**src/rtl/golomb_rice_decode_if.sv**
```systemverilog
// Request, bit-stream and result bundle between a requester and the
// serial Golomb-Rice decoder.
interface golomb_rice_decode_if #(
  parameter int VAL_W = 32
);
  logic             start;
  logic [2:0]       k;
  logic             is_ac;
  logic             bit_in;
  logic             bit_valid;
  logic             bit_ready;
  logic             busy;
  logic             done;
  logic             err;
  logic [VAL_W-1:0] val;
  logic             is_minus;
  logic [VAL_W-1:0] codeword_length;

  modport master (
    output start, k, is_ac, bit_in, bit_valid,
    input  bit_ready, busy, done, err, val, is_minus, codeword_length
  );

  modport slave (
    input  start, k, is_ac, bit_in, bit_valid,
    output bit_ready, busy, done, err, val, is_minus, codeword_length
  );
endinterface

```
**src/rtl/golomb_rice_decode.sv**
```systemverilog
// Serial Golomb-Rice decoder: takes q zeros, a '1', k remainder bits and an
// optional sign bit MSB-first, and reports value, sign and codeword length.
module golomb_rice_decode #(
  parameter int MAX_Q = 31,
  parameter int VAL_W = 32
) (
  input logic                 clk,
  input logic                 reset,
  golomb_rice_decode_if.slave bus
);

  localparam int QW = $clog2(MAX_Q + 2);

  typedef enum logic [2:0] {
    IDLE,
    PREFIX,
    SUFFIX,
    SIGN,
    DONE
  } state_t;

  state_t           state_q, state_d;
  logic [QW-1:0]    qCnt_q, qCnt_d;
  logic [6:0]       rem_q, rem_d;
  logic [2:0]       remCnt_q, remCnt_d;
  logic [2:0]       k_q, k_d;
  logic             isAc_q, isAc_d;
  logic             sign_q, sign_d;
  logic             ovf_q, ovf_d;
  logic [VAL_W-1:0] valHold_q, valHold_d;
  logic [VAL_W-1:0] lenHold_q, lenHold_d;
  logic             minusHold_q, minusHold_d;

  logic             beat;
  logic             inStream;
  logic [VAL_W-1:0] valCalc;
  logic [VAL_W-1:0] lenCalc;
  logic             minusCalc;

  assign inStream = (state_q == PREFIX) || (state_q == SUFFIX) || (state_q == SIGN);
  assign beat     = bus.bit_valid && inStream;

  // Result of the codeword just finished; an overflowed prefix reports a
  // zero value and the fixed length of the bits actually consumed.
  always_comb begin
    valCalc   = '0;
    lenCalc   = VAL_W'(MAX_Q + 1);
    minusCalc = 1'b0;
    if (!ovf_q) begin
      valCalc   = (VAL_W'(qCnt_q) << k_q) | VAL_W'(rem_q);
      lenCalc   = VAL_W'(qCnt_q) + VAL_W'(1) + VAL_W'(k_q) + VAL_W'(isAc_q);
      minusCalc = sign_q;
    end
  end

  always_ff @(posedge clk) begin
    if (reset) begin
      state_q     <= IDLE;
      qCnt_q      <= '0;
      rem_q       <= '0;
      remCnt_q    <= '0;
      k_q         <= '0;
      isAc_q      <= 1'b0;
      sign_q      <= 1'b0;
      ovf_q       <= 1'b0;
      valHold_q   <= '0;
      lenHold_q   <= '0;
      minusHold_q <= 1'b0;
    end else begin
      state_q     <= state_d;
      qCnt_q      <= qCnt_d;
      rem_q       <= rem_d;
      remCnt_q    <= remCnt_d;
      k_q         <= k_d;
      isAc_q      <= isAc_d;
      sign_q      <= sign_d;
      ovf_q       <= ovf_d;
      valHold_q   <= valHold_d;
      lenHold_q   <= lenHold_d;
      minusHold_q <= minusHold_d;
    end
  end

  always_comb begin
    state_d     = state_q;
    qCnt_d      = qCnt_q;
    rem_d       = rem_q;
    remCnt_d    = remCnt_q;
    k_d         = k_q;
    isAc_d      = isAc_q;
    sign_d      = sign_q;
    ovf_d       = ovf_q;
    valHold_d   = valHold_q;
    lenHold_d   = lenHold_q;
    minusHold_d = minusHold_q;

    case (state_q)
      IDLE: begin
        if (bus.start) begin
          k_d     = bus.k;
          isAc_d  = bus.is_ac;
          qCnt_d  = '0;
          rem_d   = '0;
          sign_d  = 1'b0;
          ovf_d   = 1'b0;
          state_d = PREFIX;
        end
      end
      PREFIX: begin
        if (beat) begin
          if (!bus.bit_in) begin
            if (qCnt_q == QW'(MAX_Q)) begin
              ovf_d   = 1'b1;
              state_d = DONE;
            end else begin
              qCnt_d = qCnt_q + QW'(1);
            end
          end else if (k_q != 3'd0) begin
            remCnt_d = k_q;
            state_d  = SUFFIX;
          end else if (isAc_q) begin
            state_d = SIGN;
          end else begin
            state_d = DONE;
          end
        end
      end
      SUFFIX: begin
        if (beat) begin
          rem_d    = {rem_q[5:0], bus.bit_in};
          remCnt_d = remCnt_q - 3'd1;
          if (remCnt_q == 3'd1) begin
            state_d = isAc_q ? SIGN : DONE;
          end
        end
      end
      SIGN: begin
        if (beat) begin
          sign_d  = bus.bit_in;
          state_d = DONE;
        end
      end
      DONE: begin
        valHold_d   = valCalc;
        lenHold_d   = lenCalc;
        minusHold_d = minusCalc;
        state_d     = IDLE;
      end
      default: begin
        state_d = IDLE;
      end
    endcase
  end

  // Results show live during DONE and are held afterwards.
  always_comb begin
    bus.bit_ready       = inStream;
    bus.busy            = inStream;
    bus.done            = (state_q == DONE);
    bus.err             = (state_q == DONE) && ovf_q;
    bus.val             = valHold_q;
    bus.is_minus        = minusHold_q;
    bus.codeword_length = lenHold_q;
    if (state_q == DONE) begin
      bus.val             = valCalc;
      bus.is_minus        = minusCalc;
      bus.codeword_length = lenCalc;
    end
  end

endmodule

```
**src/flat_wrapper.sv**
```systemverilog
// flat-port wrapper written by rule: the top's interface ports become plain ports
module golomb_rice_decode_flat 
#(
  parameter int MAX_Q = 31,
  parameter int VAL_W = 32
)
  (clk, reset, bus_start, bus_k, bus_is_ac, bus_bit_in, bus_bit_valid, bus_bit_ready, bus_busy, bus_done, bus_err, bus_val, bus_is_minus, bus_codeword_length);
  golomb_rice_decode_if #(.VAL_W(VAL_W)) bus_i ();
  input logic clk;
  input logic reset;
  input wire logic [$bits(bus_i.start)-1:0] bus_start;
  input wire logic [$bits(bus_i.k)-1:0] bus_k;
  input wire logic [$bits(bus_i.is_ac)-1:0] bus_is_ac;
  input wire logic [$bits(bus_i.bit_in)-1:0] bus_bit_in;
  input wire logic [$bits(bus_i.bit_valid)-1:0] bus_bit_valid;
  output wire logic [$bits(bus_i.bit_ready)-1:0] bus_bit_ready;
  output wire logic [$bits(bus_i.busy)-1:0] bus_busy;
  output wire logic [$bits(bus_i.done)-1:0] bus_done;
  output wire logic [$bits(bus_i.err)-1:0] bus_err;
  output wire logic [$bits(bus_i.val)-1:0] bus_val;
  output wire logic [$bits(bus_i.is_minus)-1:0] bus_is_minus;
  output wire logic [$bits(bus_i.codeword_length)-1:0] bus_codeword_length;
  assign bus_i.start = bus_start;
  assign bus_i.k = bus_k;
  assign bus_i.is_ac = bus_is_ac;
  assign bus_i.bit_in = bus_bit_in;
  assign bus_i.bit_valid = bus_bit_valid;
  assign bus_bit_ready = bus_i.bit_ready;
  assign bus_busy = bus_i.busy;
  assign bus_done = bus_i.done;
  assign bus_err = bus_i.err;
  assign bus_val = bus_i.val;
  assign bus_is_minus = bus_i.is_minus;
  assign bus_codeword_length = bus_i.codeword_length;
  golomb_rice_decode #(.MAX_Q(MAX_Q), .VAL_W(VAL_W)) u_core (.clk(clk), .reset(reset), .bus(bus_i));
endmodule
```
**config.mk**
```make
export PLATFORM = sky130hd
export DESIGN_NAME = golomb_rice_decode_flat
export DESIGN_NICKNAME = d
export VERILOG_FILES = /design/src/rtl/golomb_rice_decode_if.sv /design/src/rtl/golomb_rice_decode.sv /design/src/flat_wrapper.sv
export SDC_FILE = /design/constraint.sdc
export NUM_CORES = 1
export LEC_CHECK = 0
export ABC_AREA = 1
export BUFFER_PORTS_ARGS = -buffer_cell sky130_fd_sc_hd__buf_2
export CORE_ASPECT_RATIO = 1.75
export CORE_MARGIN = 2
export CORE_UTILIZATION = 55
export DETAILED_ROUTE_END_ITERATION = 10
export PLACE_DENSITY = 0.79
export SLEW_MARGIN = 20
export SYNTH_ARGS = -nofsm -noshare
export SYNTH_HDL_FRONTEND = slang
export SYNTH_SLANG_ARGS = --single-unit
```
**constraint.sdc**
```tcl
create_clock -name clk -period 3.38 [get_ports clk]
set_clock_uncertainty 0.1 [all_clocks]
set_input_delay 0.845 -clock clk [delete_from_list [all_inputs] [get_ports clk]]
set_output_delay 0.845 -clock clk [all_outputs]
set_load 0.01 [all_outputs]
```
# [Word-level counts from Yosys, hierarchy flattened]
# Cells that the tools add are included.
[totals] register_bits=90 output_inout_bits=69 elab_cells=88 input_bits=9
[classes] bitwise=1 n_eq_ne=17 n_mux=36 n_reduce_logical=17 shift=1 n_addsub=5
[op_table] cell="2-to-1 mux 32 bit" n=4
[op_table] cell="2-to-1 mux 3 bit" n=13
[op_table] cell="adder 32 x 1 -> 32 bit" n=1
[op_table] cell="adder 32 x 3 -> 32 bit" n=1
[op_table] cell="OR 32 x 7 -> 32 bit" n=1
[op_table] cell="<< shifter 6 x 3 -> 32 bit" n=1
[op_table] cell="2-to-1 mux 6 bit" n=4
[op_table] cell="AND reduction 5 bit" n=3
[op_table] cell="2-to-1 mux 7 bit" n=2
[op_table] cell="!= test 2 bit (second input constant)" n=7
[op_table] cell="case mux 7 bit (2 select lines)" n=1
[op_table] cell="case mux 3 bit (4 select lines)" n=1
[op_table] cell="case mux 6 bit (2 select lines)" n=1
[op_table] cell="nonzero test 2 bit" n=4
[op_table] cell="adder 6 x 1 -> 7 bit (second input constant)" n=1
[op_table] cell="2-to-1 mux 1 bit" n=7
[op_table] cell="adder 6 x 1 -> 6 bit (second input constant)" n=1
[op_table] cell="equality test 3 x 1 -> 1 bit (second input constant)" n=2
[op_table] cell="equality test 3 x 2 -> 1 bit (second input constant)" n=2
[op_table] cell="equality test 6 x 5 -> 1 bit (second input constant)" n=1
[op_table] cell="!= test 2 x 1 -> 1 bit (second input constant)" n=3
[op_table] cell="case mux 3 bit (2 select lines)" n=1
[op_table] cell="AND reduction 3 bit" n=2
[op_table] cell="AND reduction 6 bit" n=1
[op_table] cell="9 further kinds" n=12

# [Longest topological paths before layout]
# Gate-level depths: netlist (run 1).
[depth] word_depth=6 depth_mapped=14 mapped_depth_nobuf=14

# [Worst setup path before layout (run 1)]
# OpenSTA, ideal clock, no wires.
[synth_timing] path_type="register -> output" start="reg u_core.qCnt_q[0]" end="out bus_codeword_length[5]" path_stages_with_launch=15 setup_slack_ns=0.670 path_buffers=0 t_required_ns=2.435 arrival_time_ns=1.765 cell_sequence="dfxtp_1 -> ha_1 -> nand2_1 -> inv_1 -> nor2_1 -> ha_1 -> nand2_1 -> nand2_1 -> a21oi_1 -> nor2_1 -> nand2_1 -> nand2_1 -> nand3_1 -> nand2_1 -> inv_1"
[synth_between] elab_chain_len=5
[synth_lines] element="start, declared" line="golomb_rice_decode.sv:23" rtl="logic [QW-1:0] qCnt_q, qCnt_d;"
[synth_lines] element="start signal, assigned" line="golomb_rice_decode.sv:71" rtl="qCnt_q <= qCnt_d;"
[synth_lines] element="adder 6 x 1 -> 7 bit" line="golomb_rice_decode.sv:51" rtl="lenCalc = VAL_W'(qCnt_q) + VAL_W'(1) + VAL_W'(k_q) + VAL_W'(isAc_q);"
[synth_lines] element="adder 32 x 3 -> 32 bit" line="golomb_rice_decode.sv:51"
[synth_lines] element="adder 32 x 1 -> 32 bit" line="golomb_rice_decode.sv:51"
[synth_lines] element="2-to-1 mux 32 bit" line="golomb_rice_decode.sv:49" rtl="if (!ovf_q) begin"
[synth_lines] element="2-to-1 mux 32 bit"
[synth_lines] element="end, declared" line="flat_wrapper.sv:22" rtl="output wire logic [$bits(bus_i.codeword_length)-1:0] bus_codeword_length;"
# No other way between the ends.

# [Worst setup path after layout (run 1)]
[layout_timing] start="reg u_core.qCnt_q[1]" end="out bus_codeword_length[5]"
# The elaborated chain is that of the path after synthesis.

==> flow_summary_export.csv, run 1 <==
group,metric,value,unit
sta,finalSetupTns,0,ns
status,status,"finished clean",
critical_path,critical-path-max-stage-delay,0.38,ns
power,peakVddDrop,0.4044,mV
finish,fin_cells,744,
flow_run,drv_cap,0,
synth,seq_area_frac_synth,43.09,%
floorplanning,coreArea,7462,µm²
synth,synth-seq-cells,90,
sta,hold_violations,0,
route,drtIter0Drc,233,
sta,slew_headroom,64.12,%
route,wl_per_cell,12.85,µm
place,port_buffers,77,
synth,synth_top_cell_area_share,43.09,%
clock_tree,cts_resized,2,
synth,synth_common_cells,"nand2_1 (103), nor2_1 (92), dfxtp_1 (90)",
critical_path,crit_type,"flop to output port",
critical_path,worstPathRequired,2.43,ns
floorplanning,fp.dieH,119.3,µm
global_route,grt_max_degree,67,
synth,synthArstFlopShare,0,%
worst_hold_path,hold_start,"u_core.lenHold_q[26]",
sta,whs,0.3409,ns
clock_tree,cts_buffers,9,
critical_path,crit_start,"u_core.qCnt_q[1]",
clock_tree,clk_latency,0.34,ns
clock_tree,cts_hold_buffers,0,
critical_path,crit_chain,"ha_2 -> nand2_1 -> inv_1 -> nor2_4 -> ha_1 -> nand2_1 -> nand2_1 -> a21oi_2 -> nor2_1 -> nand3_1 -> nand3_2 -> nand2_2 -> inv_1 -> buf_2",
route,first_pass_iters,4,
sta,finalSetupViolations,0,
synth,yosysWarningCount,0,
finish,synthToLayoutAreaGrowth,17.38,%
synth,syn-num-nets,604,
synth,syn_area,4182,µm²
place,placed_cells,728,
finish,nNetsFinal,669,
global_route,grt-ovfl-total,0,
sta,report.final.slew_viol_count,0,
synth,synth_top_family_by_area,"simple AND/OR/NAND/NOR gates",
clock_tree,cts.path.max_buffers,2,
power,powerDensity,730.8,nW/µm²
clock_tree,clk_pin_slew,0.06,ns
sta,finalCritPeriodShare,95.07,%
floorplanning,die_w,69.91,µm
sta,tightest_slew,0.5382,ns
floorplanning,fp-row-count,42,
sta,fmax,311.2,MHz
synth,synth_edf_count,0,
route,vias,3814,
clock_tree,postCtsSetupRepairBufs,0,
sta,layout_min_cycle_time,3.213,ns
route,via_per_inst,5.126,
critical_path,cp-end-kind,"output port",
critical_path,cp_max_fo,7,
floorplanning,design.die.area,8343,µm²
floorplanning,start_util,56.04,%
critical_path,critPathSlowestCell,"dfxtp_4",
place,place_area,4541,µm²
critical_path,worstSetupStartpointType,"flop",
global_route,grt_usage,23.73,%
synth,synth_compound_area_share,11.22,%
synth,synth_top_cells_by_area,"dfxtp_1 (43%), nand2_1 (9.2%), nor2_1 (8.3%)",
power,leakage,2.348,nW
floorplanning,io_pins,78,
route,drc_errors,0,
synth,yosysTopAreaCell,"dfxtp_1",
clock_tree,root_buffer,"clkbuf_16",
route,final_antenna_net_count,0,
synth,synth.distinct_cells,37,
synth,synthCells,586,
synth,synth_mux_area_share,0.2394,%
synth,synth.most_common_cell,"nand2_1",
clock_tree,htree_levels,3,
global_route,grt_pass1_vias,3537,
critical_path,cp_common_cell,"nand2_1",
global_route,grt_pass1_wl,15730,µm
clock_tree,numClockSinks,90,
finish,n_antenna_cell,0,
clock_tree,cts_tree,"done",
worst_hold_path,holdCritPathClass,"flop to flop",
synth,syn_avg_cell_area,7.136,µm²
critical_path,reg2reg_from,"u_core.qCnt_q[1]",
route,wirelength,9557,µm
synth,synthXorXnorAreaFrac,0.4189,%
finish,drive_above_1_share,20.73,%
synth,synth_fa_ha_area_share,3.052,%
critical_path,arrival,2.27,ns
finish,final_cell_area,4908,µm²
synth,synth_top_flop_cell,"dfxtp_1",
place,place.gp.congestion,0.9177,
global_route,antenna_found_initial,0,
synth,synthSimpleGateAreaFrac,28.85,%
place,dp_hpwl,7088,µm
cells by family (layout without fill, tap and decap cells):
kind of cell / Yosys count / in the layout
compound gates: 82 / 82
xor+xnor: 2 / 2
fa+ha+maj: 9 / 9
buf+inv: 123 / 193
flops: 90 / 90
mux: 1 / 1
simple gates: 279 / 279
cells in the final DEF (no fill, tap or decap), types with 4 or more instances in the layout:
cell type	n
buf_4	5
nand2_1	102
nor2_1	91
or2_2	4
buf_2	77
dfxtp_1	87
inv_2	7
ha_1	6
nand3_1	16
inv_1	86
clkbuf_16	9
nand2_2	4
o21ai_0	30
nor3_1	46
a21oi_1	33
nor2_2	5
a22oi_1	7
layout make-up:
type	count	area, µm²
Clock buffer	11	252.7
Timing Repair Buffer	83	442.9
Clock inverter	5	85.08
Inverter	94	355.3
Fill cell	652	2554
Tap cell	88	110.1
Sequential cell	90	1810
Multi-Input combinational cell	373	1852
path summary, 6_finish.rpt:
path | endpoint | slack, ns | cells after the start
max | bus_codeword_length[5] | 0.17 | 14
min | u_core.lenHold_q[26] | 0.34 | 2
max reg2reg | u_core.lenHold_q[5] | 1.35 | 13
min reg2reg | u_core.lenHold_q[26] | 0.34 | 2
critical path: cells and delay by family (launching register included):
| kind | cells | cell delay (ns) |
|---|---|---|
| flops | 1 | 0.38 |
| simple gates | 8 | 0.64 |
| compound gates | 1 | 0.15 |
| fa+ha+maj | 2 | 0.50 |
| buf+inv | 3 | 0.27 |
power by group:
part	internal (W)	switching, W	leakage, nW
clock network	0.000693	0.000414	0.168
logic	0.000398	0.000797	1.45
registers	0.00116	0.000125	0.729
total	0.00225	0.00134	2.35
state kept, by name, summed over array words and instances, names as in the netlist:
register / flops
u_core.isAc_q: 1
u_core.k_q: 3
u_core.lenHold_q: 32
u_core.minusHold_q: 1
u_core.ovf_q: 1
u_core.qCnt_q: 6
u_core.remCnt_q: 3
u_core.rem_q: 7
u_core.sign_q: 1
u_core.state_q: 3
u_core.valHold_q: 32
stage by stage:
stage	util [%]	total power, W	worst slack, ns
2_1_floorplan	-	0.002210	0.6700
3_3_place_gp	60.85	0.002433	0.4178
3_5_place_dp	60.85	0.002465	0.3486
4_1_cts	65.43	0.003582	0.01045
5_1_grt	65.78	0.003813	-0.0004667
6_report	65.78	0.003587	0.1665
per-layer routing:
metal	GRT usage, %	vias up	wire, µm
met1	24.49	1711	3585
met5	0	-	0
li1	-	1953	-
met2	41.43	113	5024
met4	16.11	0	503
met3	5.838	37	443
Note: power is estimated with default switching activity, not from simulation.
==> inputs of run 2 (changes only) <==
- ABC_AREA: 1 -> default
- SETUP_SLACK_MARGIN: default -> 0.4
- SKIP_CTS_REPAIR_TIMING: default -> 1
==> flow_summary_export.csv, run 2 <==
group,metric,value,unit
sta,report.final.slew_viol_count,0,
route,final_antenna_net_count,0,
global_route,grt_pass1_wl,14810,µm
synth,synthCells,472,
floorplanning,die_w,69.32,µm
finish,drive_above_1_share,25.63,%
power,peakVddDrop,0.2897,mV
finish,layout.cells.most_common,"dfxtp_1",
finish,utilization,69.92,%
place,port_buffers,77,
global_route,grt_usage,22.19,%
route,via_per_inst,5.498,
route,drtIter0Drc,208,
clock_tree,root_buffer,"clkbuf_16",
route,vias,3519,
sta,finalSetupViolations,0,
synth,syn_avg_cell_area,8.700,µm²
floorplanning,io_pins,78,
critical_path,cp_max_fo,5,
place,dp_hpwl,6462,µm
sta,whs,0.3553,ns
floorplanning,coreArea,7233,µm²
power,powerDensity,524.5,nW/µm²
finish,fin_cells,640,
global_route,grt_use_met3,3.836,%
global_route,grt_max_degree,57,
flow_run,drv_cap,0,
synth,synth_top_flop_cell,"dfxtp_1",
finish,n_antenna_cell,0,
clock_tree,htree_levels,3,
critical_path,arrival,2.24,ns
clock_tree,cts.path.max_buffers,2,
floorplanning,design.die.area,8200,µm²
synth,seq_area_frac_synth,43.88,%
finish,nNetsFinal,567,
clock_tree,numClockSinks,90,
critical_path,critPathSlowestCell,"dfxtp_4",
synth,synth_top_cells_by_area,"dfxtp_1 (44%), nor2b_1 (8.2%), and2_1 (7.0%)",
clock_tree,clk_latency,0.34,ns
global_route,grt-ovfl-total,0,
finish,synthToLayoutAreaGrowth,23.16,%
clock_tree,cts_tree,"done",
route,wl_per_cell,15.03,µm
sta,rsz0062_at_grt,"true",
sta,layout_min_cycle_time,3.184,ns
route,wirelength,9618,µm
sta,tightest_slew,0.8060,ns
route,drc_errors,0,
floorplanning,fp-row-count,41,
status,status,"finished clean",
power,total_power,0.002652,W
synth,yosysWarningCount,0,
synth,syn-num-nets,490,
sta,hold_violations,0,
finish,reg_top3,"u_core.lenHold_q (32), u_core.valHold_q (32), u_core.rem_q (7)",
place,placed_cells,612,
synth,synth-seq-cells,90,
synth,synth_edf_count,0,
sta,fmax,314.1,MHz
global_route,antenna_found_initial,0,
floorplanning,start_util,56.77,%
critical_path,crit_chain,"ha_4 -> xor2_2 -> ha_1 -> a21o_1 -> a31oi_4 -> xnor2_1 -> o21ai_1 -> buf_2",
global_route,grt-busiest-layer,"met2",
critical_path,critical-path-max-stage-delay,0.36,ns
global_route,grtUsageMet2,38.46,%
sta,finalCritPeriodShare,94.21,%
synth,synthArstFlopShare,0,%
global_route,grt_pass1_vias,3238,
synth,synth.most_common_cell,"dfxtp_1",
worst_hold_path,holdCritPathClass,"flop to flop",
critical_path,worstPathRequired,2.43,ns
clock_tree,clk_pin_slew,0.06,ns
route,first_pass_iters,4,
power,leakage,2.274,nW
critical_path,worstSetupStartpointType,"flop",
finish,nFillCells,572,
place,place.gp.congestion,0.8417,
sta,slew_headroom,46.15,%
floorplanning,fp.dieH,118.3,µm
finish,most-common-layout-cells,"dfxtp_1 (84), buf_2 (77), nor2b_1 (54)",
global_route,met1_usage,25.53,%
synth,synth_common_cells,"dfxtp_1 (90), nor2b_1 (54), and2_1 (46)",
critical_path,cp-end-kind,"output port",
critical_path,crit_type,"flop to output port",
synth,yosysTopAreaCell,"dfxtp_1",
synth,synth.distinct_cells,54,
clock_tree,cts_buffers,9,
synth,synth_top_cell_area_share,43.88,%
synth,syn_area,4106,µm²
==> run 2: final timing paths <==
check                                         from                     end  slack, ns  depth (start not counted)
worst min register to register  u_core.remCnt_q[1]      u_core.remCnt_q[1]       0.36                          2
worst max-delay path              u_core.qCnt_q[1]  bus_codeword_length[3]       0.20                          8
worst min-delay path            u_core.remCnt_q[1]      u_core.remCnt_q[1]       0.36                          2
worst max register to register       u_core.k_q[2]      u_core.remCnt_q[0]       1.12                          6
==> run 2: metrics by stage <==
| step | TNS, ns | area [µm²] | setup slack (ns) |
|---|---|---|---|
| 2_1_floorplan | 0 | 4109 | 0.3933 |
| 3_3_place_gp | 0 | 4549 | 0.3981 |
| 3_5_place_dp | 0 | 4549 | 0.2969 |
| 4_1_cts | -0.06648 | 4867 | -0.06648 |
| 5_1_grt | 0 | 5057 | 0.1348 |
| 6_report | 0 | 5057 | 0.1958 |
==> run 2: layer usage <==
layer,vias up,part of all wire (%)
met5,-,0
met4,0,3.0
met3,25,4.1
met2,112,52
met1,1633,41
li1,1749,-
==> run 2: critical path, delay by kind of cell, from the launching register on <==
family / cells / cell delay [ns]
DFF: 1 / 0.36
adders and majority gates: 2 / 0.51
xor gates and xnor gates: 2 / 0.25
buffers and inverters: 1 / 0.17
AOI/OAI and AO/OA: 3 / 0.61
==> run 2: logic make-up (layout without fill, tap and decap cells) <==
family | count (synthesis) | in the layout | synth area share, %
flip-flops | 90 | 90 | 43.88
buffers and inverters | 46 | 128 | 4.326
adder cells (fa/ha/maj) | 9 | 9 | 3.108
AO/OA/AOI/OAI | 92 | 92 | 14.08
XOR/XNOR | 7 | 7 | 1.493
AND/OR/NAND/NOR | 218 | 218 | 29.86
multiplexers | 10 | 10 | 3.260
==> run 2: final cells by class <==
| class | instances | area, µm² | share of cell area, % |
|---|---|---|---|
| repair buffers | 100 | 576.8 | 11.41 |
| multi-input cells | 336 | 2193 | 43.37 |
| flip-flops and latches | 90 | 1817 | 35.92 |
| clock inverters | 5 | 85.08 | 1.682 |
| clock buffers | 11 | 232.7 | 4.602 |
| well taps | 86 | 107.6 | 2.128 |
| inverters | 12 | 45.04 | 0.8906 |
==> run 2: power breakdown <==
part | switching [W] | internal, W | total (W)
logic | 0.000299 | 0.000176 | 0.000476
registers | 0.0000246 | 0.00109 | 0.00111
clock network | 0.000413 | 0.000653 | 0.00107
